File: config.mk
export PLATFORM = sky130hd
export DESIGN_NAME = multicycle_control
export DESIGN_NICKNAME = d
export VERILOG_FILES = /design/src/rtl/multicycle_control.sv
export SDC_FILE = /design/constraint.sdc
export NUM_CORES = 1
export LEC_CHECK = 0
export BUFFER_PORTS_ARGS = -buffer_cell sky130_fd_sc_hd__buf_2
export CAP_MARGIN = 20
export CORE_UTILIZATION = 39
export DETAILED_ROUTE_END_ITERATION = 16
export PLACE_DENSITY = 0.72
export SETUP_SLACK_MARGIN = 0.2
export SYNTH_ARGS = -nofsm -noshare
export SYNTH_HDL_FRONTEND = slang
export SYNTH_SLANG_ARGS = --single-unit
File: constraint.sdc
create_clock -name CLK -period 1.37 [get_ports CLK]
set_clock_uncertainty 0.15 [all_clocks]
set_input_delay 0.274 -clock CLK [delete_from_list [all_inputs] [get_ports CLK]]
set_output_delay 0.274 -clock CLK [all_outputs]
set_load 0.01 [all_outputs]
File: src/rtl/multicycle_control.sv
`default_nettype none
// ============================================================================
// Module   : multicycle_control
// Brief    : Main control FSM of the multicycle 16-bit CPU. Sequences fetch,
//            decode, execute, memory access and writeback; drives datapath mux
//            selects, write enables and the 3-bit ALUOp for ALU_Control.
//            Stalls on the memory ready handshake.
// Revision : 1.0 - initial release
// ============================================================================
module multicycle_control #(
    parameter logic [1:0] PC_INC_SEL = 2'd1,  // alu_src_b: constant +2
    parameter logic [1:0] IMM_SEL    = 2'd2,  // alu_src_b: sign-extended imm
    parameter logic [1:0] BR_OFF_SEL = 2'd3   // alu_src_b: sign-extended imm << 1
) (
    input  logic       CLK,
    input  logic       reset_n,
    input  logic [3:0] opcode,
    input  logic       mem_ready,
    output logic       pc_write,
    output logic       pc_write_cond,
    output logic       branch_ne,
    output logic [1:0] pc_source,
    output logic       iord,
    output logic       mem_read,
    output logic       mem_write,
    output logic       ir_write,
    output logic       reg_write,
    output logic [1:0] reg_dst,
    output logic [1:0] mem_to_reg,
    output logic       alu_src_a,
    output logic [1:0] alu_src_b,
    output logic [2:0] alu_op,
    output logic       illegal_op,
    output logic       halted,
    output logic [3:0] state
);

    // Opcode map (IR[15:12])
    localparam logic [3:0] OP_RTYPE = 4'h0;
    localparam logic [3:0] OP_SHI   = 4'h1;
    localparam logic [3:0] OP_ADDI  = 4'h2;
    localparam logic [3:0] OP_SLTI  = 4'h3;
    localparam logic [3:0] OP_LW    = 4'h4;
    localparam logic [3:0] OP_SW    = 4'h5;
    localparam logic [3:0] OP_BEQ   = 4'h6;
    localparam logic [3:0] OP_BNE   = 4'h7;
    localparam logic [3:0] OP_J     = 4'h8;
    localparam logic [3:0] OP_JAL   = 4'h9;
    localparam logic [3:0] OP_HALT  = 4'hF;

    // ALUOp codes understood by ALU_Control
    localparam logic [2:0] ALUOP_RTYPE = 3'd0;
    localparam logic [2:0] ALUOP_SHI   = 3'd1;
    localparam logic [2:0] ALUOP_ADD   = 3'd2;
    localparam logic [2:0] ALUOP_SUB   = 3'd3;
    localparam logic [2:0] ALUOP_SLT   = 3'd7;

    typedef enum logic [3:0] {
        S_FETCH     = 4'd0,
        S_DECODE    = 4'd1,
        S_EXEC_R    = 4'd2,
        S_EXEC_SHI  = 4'd3,
        S_EXEC_ADDI = 4'd4,
        S_EXEC_SLTI = 4'd5,
        S_ALU_WB    = 4'd6,
        S_MEM_ADDR  = 4'd7,
        S_MEM_READ  = 4'd8,
        S_MEM_WB    = 4'd9,
        S_MEM_WRITE = 4'd10,
        S_BRANCH    = 4'd11,
        S_JUMP      = 4'd12,
        S_JAL       = 4'd13,
        S_UNUSED    = 4'd14,
        S_HALT      = 4'd15
    } state_t;

    state_t state_q;
    state_t state_d;
    logic   rtype_q;    // current instruction is R-type (selects rd on writeback)
    logic   rtype_d;
    logic   illegal_q;  // unknown opcode seen in the previous DECODE
    logic   illegal_d;

    // State and instruction-tracking registers; reset aborts any instruction
    always_ff @(posedge CLK or negedge reset_n) begin
        if (!reset_n) begin
            state_q   <= S_FETCH;
            rtype_q   <= 1'b0;
            illegal_q <= 1'b0;
        end else begin
            state_q   <= state_d;
            rtype_q   <= rtype_d;
            illegal_q <= illegal_d;
        end
    end

    // Next-state logic, rtype capture and illegal-opcode detection
    always_comb begin
        state_d   = state_q;
        rtype_d   = rtype_q;
        illegal_d = 1'b0;
        case (state_q)
            S_FETCH: begin
                if (mem_ready) begin
                    state_d = S_DECODE;
                end
            end
            S_DECODE: begin
                rtype_d = (opcode == OP_RTYPE);
                case (opcode)
                    OP_RTYPE:      state_d = S_EXEC_R;
                    OP_SHI:        state_d = S_EXEC_SHI;
                    OP_ADDI:       state_d = S_EXEC_ADDI;
                    OP_SLTI:       state_d = S_EXEC_SLTI;
                    OP_LW, OP_SW:  state_d = S_MEM_ADDR;
                    OP_BEQ, OP_BNE: state_d = S_BRANCH;
                    OP_J:          state_d = S_JUMP;
                    OP_JAL:        state_d = S_JAL;
                    OP_HALT:       state_d = S_HALT;
                    default: begin
                        state_d   = S_FETCH;
                        illegal_d = 1'b1;
                    end
                endcase
            end
            S_EXEC_R, S_EXEC_SHI, S_EXEC_ADDI, S_EXEC_SLTI: begin
                state_d = S_ALU_WB;
            end
            S_ALU_WB: begin
                state_d = S_FETCH;
            end
            S_MEM_ADDR: begin
                if (opcode == OP_LW) begin
                    state_d = S_MEM_READ;
                end else if (opcode == OP_SW) begin
                    state_d = S_MEM_WRITE;
                end else begin
                    state_d = S_FETCH;
                end
            end
            S_MEM_READ: begin
                if (mem_ready) begin
                    state_d = S_MEM_WB;
                end
            end
            S_MEM_WB: begin
                state_d = S_FETCH;
            end
            S_MEM_WRITE: begin
                if (mem_ready) begin
                    state_d = S_FETCH;
                end
            end
            S_BRANCH, S_JUMP, S_JAL: begin
                state_d = S_FETCH;
            end
            S_HALT: begin
                state_d = S_HALT;
            end
            default: begin
                state_d = S_FETCH;
            end
        endcase
    end

    // Datapath control decode from the registered state; everything is forced
    // low while reset_n is asserted so no strobe can leak out during reset
    always_comb begin
        pc_write      = 1'b0;
        pc_write_cond = 1'b0;
        branch_ne     = 1'b0;
        pc_source     = 2'd0;
        iord          = 1'b0;
        mem_read      = 1'b0;
        mem_write     = 1'b0;
        ir_write      = 1'b0;
        reg_write     = 1'b0;
        reg_dst       = 2'd0;
        mem_to_reg    = 2'd0;
        alu_src_a     = 1'b0;
        alu_src_b     = 2'd0;
        alu_op        = 3'd0;
        illegal_op    = 1'b0;
        halted        = 1'b0;
        if (reset_n) begin
            alu_op     = ALUOP_ADD;
            illegal_op = illegal_q;
            case (state_q)
                S_FETCH: begin
                    mem_read  = 1'b1;
                    alu_src_b = PC_INC_SEL;
                    // PC and IR only load on the cycle the read completes
                    pc_write  = mem_ready;
                    ir_write  = mem_ready;
                end
                S_DECODE: begin
                    alu_src_b = BR_OFF_SEL;
                end
                S_EXEC_R: begin
                    alu_src_a = 1'b1;
                    alu_op    = ALUOP_RTYPE;
                end
                S_EXEC_SHI: begin
                    alu_src_a = 1'b1;
                    alu_src_b = IMM_SEL;
                    alu_op    = ALUOP_SHI;
                end
                S_EXEC_ADDI: begin
                    alu_src_a = 1'b1;
                    alu_src_b = IMM_SEL;
                end
                S_EXEC_SLTI: begin
                    alu_src_a = 1'b1;
                    alu_src_b = IMM_SEL;
                    alu_op    = ALUOP_SLT;
                end
                S_ALU_WB: begin
                    reg_write = 1'b1;
                    reg_dst   = rtype_q ? 2'd1 : 2'd0;
                end
                S_MEM_ADDR: begin
                    alu_src_a = 1'b1;
                    alu_src_b = IMM_SEL;
                end
                S_MEM_READ: begin
                    mem_read = 1'b1;
                    iord     = 1'b1;
                end
                S_MEM_WB: begin
                    reg_write  = 1'b1;
                    mem_to_reg = 2'd1;
                end
                S_MEM_WRITE: begin
                    mem_write = 1'b1;
                    iord      = 1'b1;
                end
                S_BRANCH: begin
                    alu_src_a     = 1'b1;
                    alu_op        = ALUOP_SUB;
                    pc_write_cond = 1'b1;
                    pc_source     = 2'd1;
                    branch_ne     = (opcode == OP_BNE);
                end
                S_JUMP: begin
                    pc_write  = 1'b1;
                    pc_source = 2'd2;
                end
                S_JAL: begin
                    // PC already holds PC+2, so it is the link value for r7
                    reg_write  = 1'b1;
                    reg_dst    = 2'd2;
                    mem_to_reg = 2'd2;
                    pc_write   = 1'b1;
                    pc_source  = 2'd2;
                end
                S_HALT: begin
                    halted = 1'b1;
                end
                default: begin
                end
            endcase
        end
    end

    // Debug view of the current state
    always_comb begin
        state = state_q;
    end

endmodule
`default_nettype wire

==> run metrics, run 1 <==
Worst EP kind top-level output; stop err [ERROR DPL-0038] Utilization greater than 100%, impossible to legalize; row cnt 14; GPL Wtd Cong ~0.9; synth warn 0; Chip Height approximately 43 um; Root Buffer clkbuf_4; Stopped at 5_1_grt; Synth cell types 32; Setup Slack @ Placement -199 ps; I/O pins 33; Post-Syn Nets roughly 100; clk sink count 6; Post-synth EDFFs 0; buffers added on ports 32; status aborted with a tool error; Async S/R FF share, synth 1.00; synthesized cell area roughly 650 um2; Post-synth top flop dfrtp_1; CTS H-tree lvls 1; number of buffers created by CTS 3; buffer depth of the longest clock path 2; Starting Density 0.424; Post-Synthesis Cells between 90 and 100; die width ~43 um; dpl hpwl between 1.5 and 2 mm; Seq/Total Area, Yosys 0.232; synthesized flop and latch total 6; syn_area_per_cell just under 7 um2; largest net degree at the start of global routing 10; worst_ep grt branch_ne
==> kinds of logic after synthesis <==
kind of cell,Yosys count,synth area share
AND/OR/NAND/NOR,60,0.484
AO/OA/AOI/OAI,19,0.222
flip-flops,6,0.232
buffers and inverters,9,0.0619
==> Yosys cell counts, types with 2 or more instances <==
cell,count,area [um2]
nor2_1,13,48.8
nand2_1,12,45.0
dfrtp_1,6,150
nand2b_1,6,37.5
and3_1,5,31.3
clkbuf_1,4,15.0
nand3_1,4,20.0
nor2b_1,4,25.0
a21o_1,3,22.5
a21oi_1,3,15.0
a31oi_1,3,18.8
and2_1,3,18.8
nor3_1,3,15.0
nor3b_1,3,22.5
a211o_1,2,17.5
buf_2,2,10.0
inv_1,2,7.51
or2_1,2,12.5
==> timing repair <==
action / CTS
endpoints found under the hold margin: 6
buffers inserted: 6
cloned: 0
hold buffers: 2
setup endpoints to repair: 32
resized for setup: 33
pin swaps: 17
==> metrics by stage <==
stage          setup TNS, ps  instance area, um2  std cells
3_3_place_gp           -2990                1170        170
4_1_cts                -9410                1420        182
2_1_floorplan          -1890                 771         94
3_5_place_dp           -3380                1170        170
==> run 2, diff against run 1 <==
--- a/config.mk
+++ b/config.mk
@@ -7,10 +7,10 @@
 export LEC_CHECK = 0
 export BUFFER_PORTS_ARGS = -buffer_cell sky130_fd_sc_hd__buf_2
 export CAP_MARGIN = 20
-export CORE_UTILIZATION = 39
+export CORE_AREA = 2 2 63 65
 export DETAILED_ROUTE_END_ITERATION = 16
-export PLACE_DENSITY = 0.72
-export SETUP_SLACK_MARGIN = 0.2
+export DIE_AREA = 0 0 65 67
+export PLACE_DENSITY_LB_ADDON = 0.15
 export SYNTH_ARGS = -nofsm -noshare
 export SYNTH_HDL_FRONTEND = slang
 export SYNTH_SLANG_ARGS = --single-unit
==> constraint.sdc (replaced) <==
create_clock -name CLK -period 1.8 [get_ports CLK]
set_clock_uncertainty 0.15 [all_clocks]
set_input_delay 0.36 -clock CLK [delete_from_list [all_inputs] [get_ports CLK]]
set_output_delay 0.36 -clock CLK [all_outputs]
set_load 0.01 [all_outputs]
==> run metrics, run 2 <==
Adder-Cell Fraction of Synth Area 0 (unchanged); PnR Total Power 1.39 mW; Data required, critical path approximately 1300 ps; synthesized cell area 647 um2 (unchanged); DRT Pass-1 Iters 4; VDD IR max between 0.0002 and 0.00025 V; final hold vios 0; Hold Slack roughly 280 ps; Root Buffer clkbuf_8; Via density between 4 and 5; synthesized flop and latch total 6 (unchanged); top cells by count, synth 13 x nor2_1, 12 x nand2_1, 6 x dfrtp_1, 6 x nand2b_1, 5 x and3_1; Yosys top cell by area dfrtp_1; clock-pin transition on the worst setup and hold timing paths 40 ps; crit end category output port; WL met3 approximately 140 um; Fmax around 540 MHz; die width 65 um (+52%); grt total ovfl 0; NetSw 594 uW; clk sink count 6 (unchanged); WP buf/inv 1; Slew @ Worst Pin around 270 ps; crit path DAT around 1400 ps; Seq/Total Area, Yosys 0.232 (unchanged); Post-synth EDFFs 0 (unchanged); DRT antenna net count 0; Post-Synthesis Cells 94 (unchanged); Sequential Power Share 0.185; DRC 0; final worst slack -56.8 ps; die footprint between 0.004 and 0.005 mm2; GPL Wtd Cong 0.818 (-9.5%); Combinational Power Share 0.673; most frequent cell after synthesis nor2_1; DRT met1 WL 1.05 mm; vias in the first global route 850; dpl hpwl 1.93 mm (+5.1%); DP Cell Count 182 (+7.1%); largest net degree at the start of global routing 12; buffer depth of the longest clock path 2 (unchanged); global-route usage over all layers 0.119; placed inst area 950 um2 (-19%); Ant. Diodes 0; Setup Slack @ Placement 34.4 ps (+233 ps); CTS tree done; status finished with violations; final WL 2.42 mm; Chip Height 67 um (+57%); number of flip-flops in the largest register 4; CTS H-tree lvls 1 (unchanged); Max-Cap Viols 0; Slew Limit Fails 0; area fraction in and, or, nand and nor cells after synthesis 0.484 (unchanged); row cnt 22 (+8); Async S/R FF share, synth 1.00 (unchanged); failing checks setup timing; Final TNS setup -178 ps; Pwr per Cell Area 1190 mW/mm2; Synth area leaders dfrtp_1 23%, nor2_1 7.5%, nand2_1 7.0%; Compound-Gate Fraction of Synth Area 0.222 (unchanged); Int Power 791 uW; Routed met2 length roughly 1.2 mm; commonest non-fill, non-tap cell in the layout buf_2; largest delay contributor family on the critical path simple AND/OR/NAND/NOR gates; Layout Utilization 0.323; Setup Viol. Count Final 7; share of cells above drive strength 1 0.527; Synth top area share 0.232 (unchanged); xor/xnor share of the synthesized area 0 (unchanged); largest family of logic cells by synthesized area simple AND/OR/NAND/NOR gates; core box area about 0.0036 mm2; uppermost layer routed met4; Post-synth top flop dfrtp_1; WL/cell ~12 um; Via Count about 860; multiplexer area fraction after synthesis 0 (unchanged); number of buffers created by CTS 3 (unchanged); commonest cells after routing, fill and taps aside 29 x buf_2, 20 x buf_4, 10 x nand2_1; initial antenna violation count 0; hold crit path type input port to register; area delta synth->final 80.1%; post-route cell area approximately 0.0012 mm2; worst rel slew slack 0.815; Startpoint Class register; Starting Density 0.179 (-0.245); syn_area_per_cell 6.88 um2 (unchanged); Tcrit/Tclk final 1.03; buffers added on ports 32 (unchanged); first-pass GRT wire length roughly 4.0 mm; Clock Power Share 0.142; Synth cell types 32 (unchanged); I/O pins 33 (unchanged); synth warn 0 (unchanged); Critical-path top delay cell dfrtp_2; crit path time final ~1900 ps; CP max stage delay 430 ps; Leak approximately 0.6 nW; DRT iter0 DRCs 32; Final Non-Filler Cells a little under 200; Net Sw Frac 0.429; Final nets ~160; Post-Syn Nets 101 (unchanged); Worst-Skew Late Latency 220 ps; RSZ-0062 raised after global routing yes; CP cell instances nand3b_1 > nor2_4 > and3_4 > buf_6; kind of critical path register to output port; critical path fanouts, max 6
==> run 2: cell counts after synthesis <==
No cell type changed its count.
==> run 2: final timing paths <==
kind                       cells past startpoint                    to  slack, ps                  from
hold / removal                                 2   rtype_q$_DFFE_PN0P_        280             opcode[0]
min in group asynchronous                      3   illegal_q$_DFF_PN0_        530               reset_n
max in group asynchronous                      3  state[2]$_DFFE_PN0P_        760               reset_n
setup reg to reg                               4  state[1]$_DFFE_PN0P_        100  state[2]$_DFFE_PN0P_
hold reg to reg                                2   rtype_q$_DFFE_PN0P_        370   rtype_q$_DFFE_PN0P_
setup / recovery                               4             branch_ne        -60  state[2]$_DFFE_PN0P_
==> run 2: routing by layer <==
layer,up-vias,GRT usage
met2,28,0.214
li1,434,-
met1,393,0.143
met3,2,0.0152
met5,-,0
met4,0,0.0479
==> run 2: kinds of logic (layout without fill, tap and decap cells) <==
kind of cell           count (synthesis)  count (layout)
DFF                                    6               6
buffers and inverters                  9              61
AOI/OAI and AO/OA                     19              19
and+or+nand+nor                       60              60
==> run 2: cell type report <==
class	count	area [um2]
clock buffers	3	41.3
repair buffers	56	372
multi-input cells	79	531
well taps	48	60.1
fillers	405	2440
flip-flops and latches	6	154
inverters	2	7.51
==> run 2: what timing repair did <==
item	in CTS	in global routing
buffers inserted	5	2
hold endpoints to repair	6	0
resized for setup	16	10
endpoints found under the setup margin	19	18
pin swaps	4	2
hold buffers	2	0
==> run 2: power groups by stage <==
stage          Combinational (mW)  Clock [mW]  Sequential [mW]
2_1_floorplan               0.434           0            0.234
3_3_place_gp                0.714           0            0.268
3_5_place_dp                0.707           0            0.269
4_1_cts                     0.877       0.206            0.254
5_1_grt                      1.02       0.212            0.264
6_report                    0.932       0.197            0.256
Power figures use the tool's default switching activity.
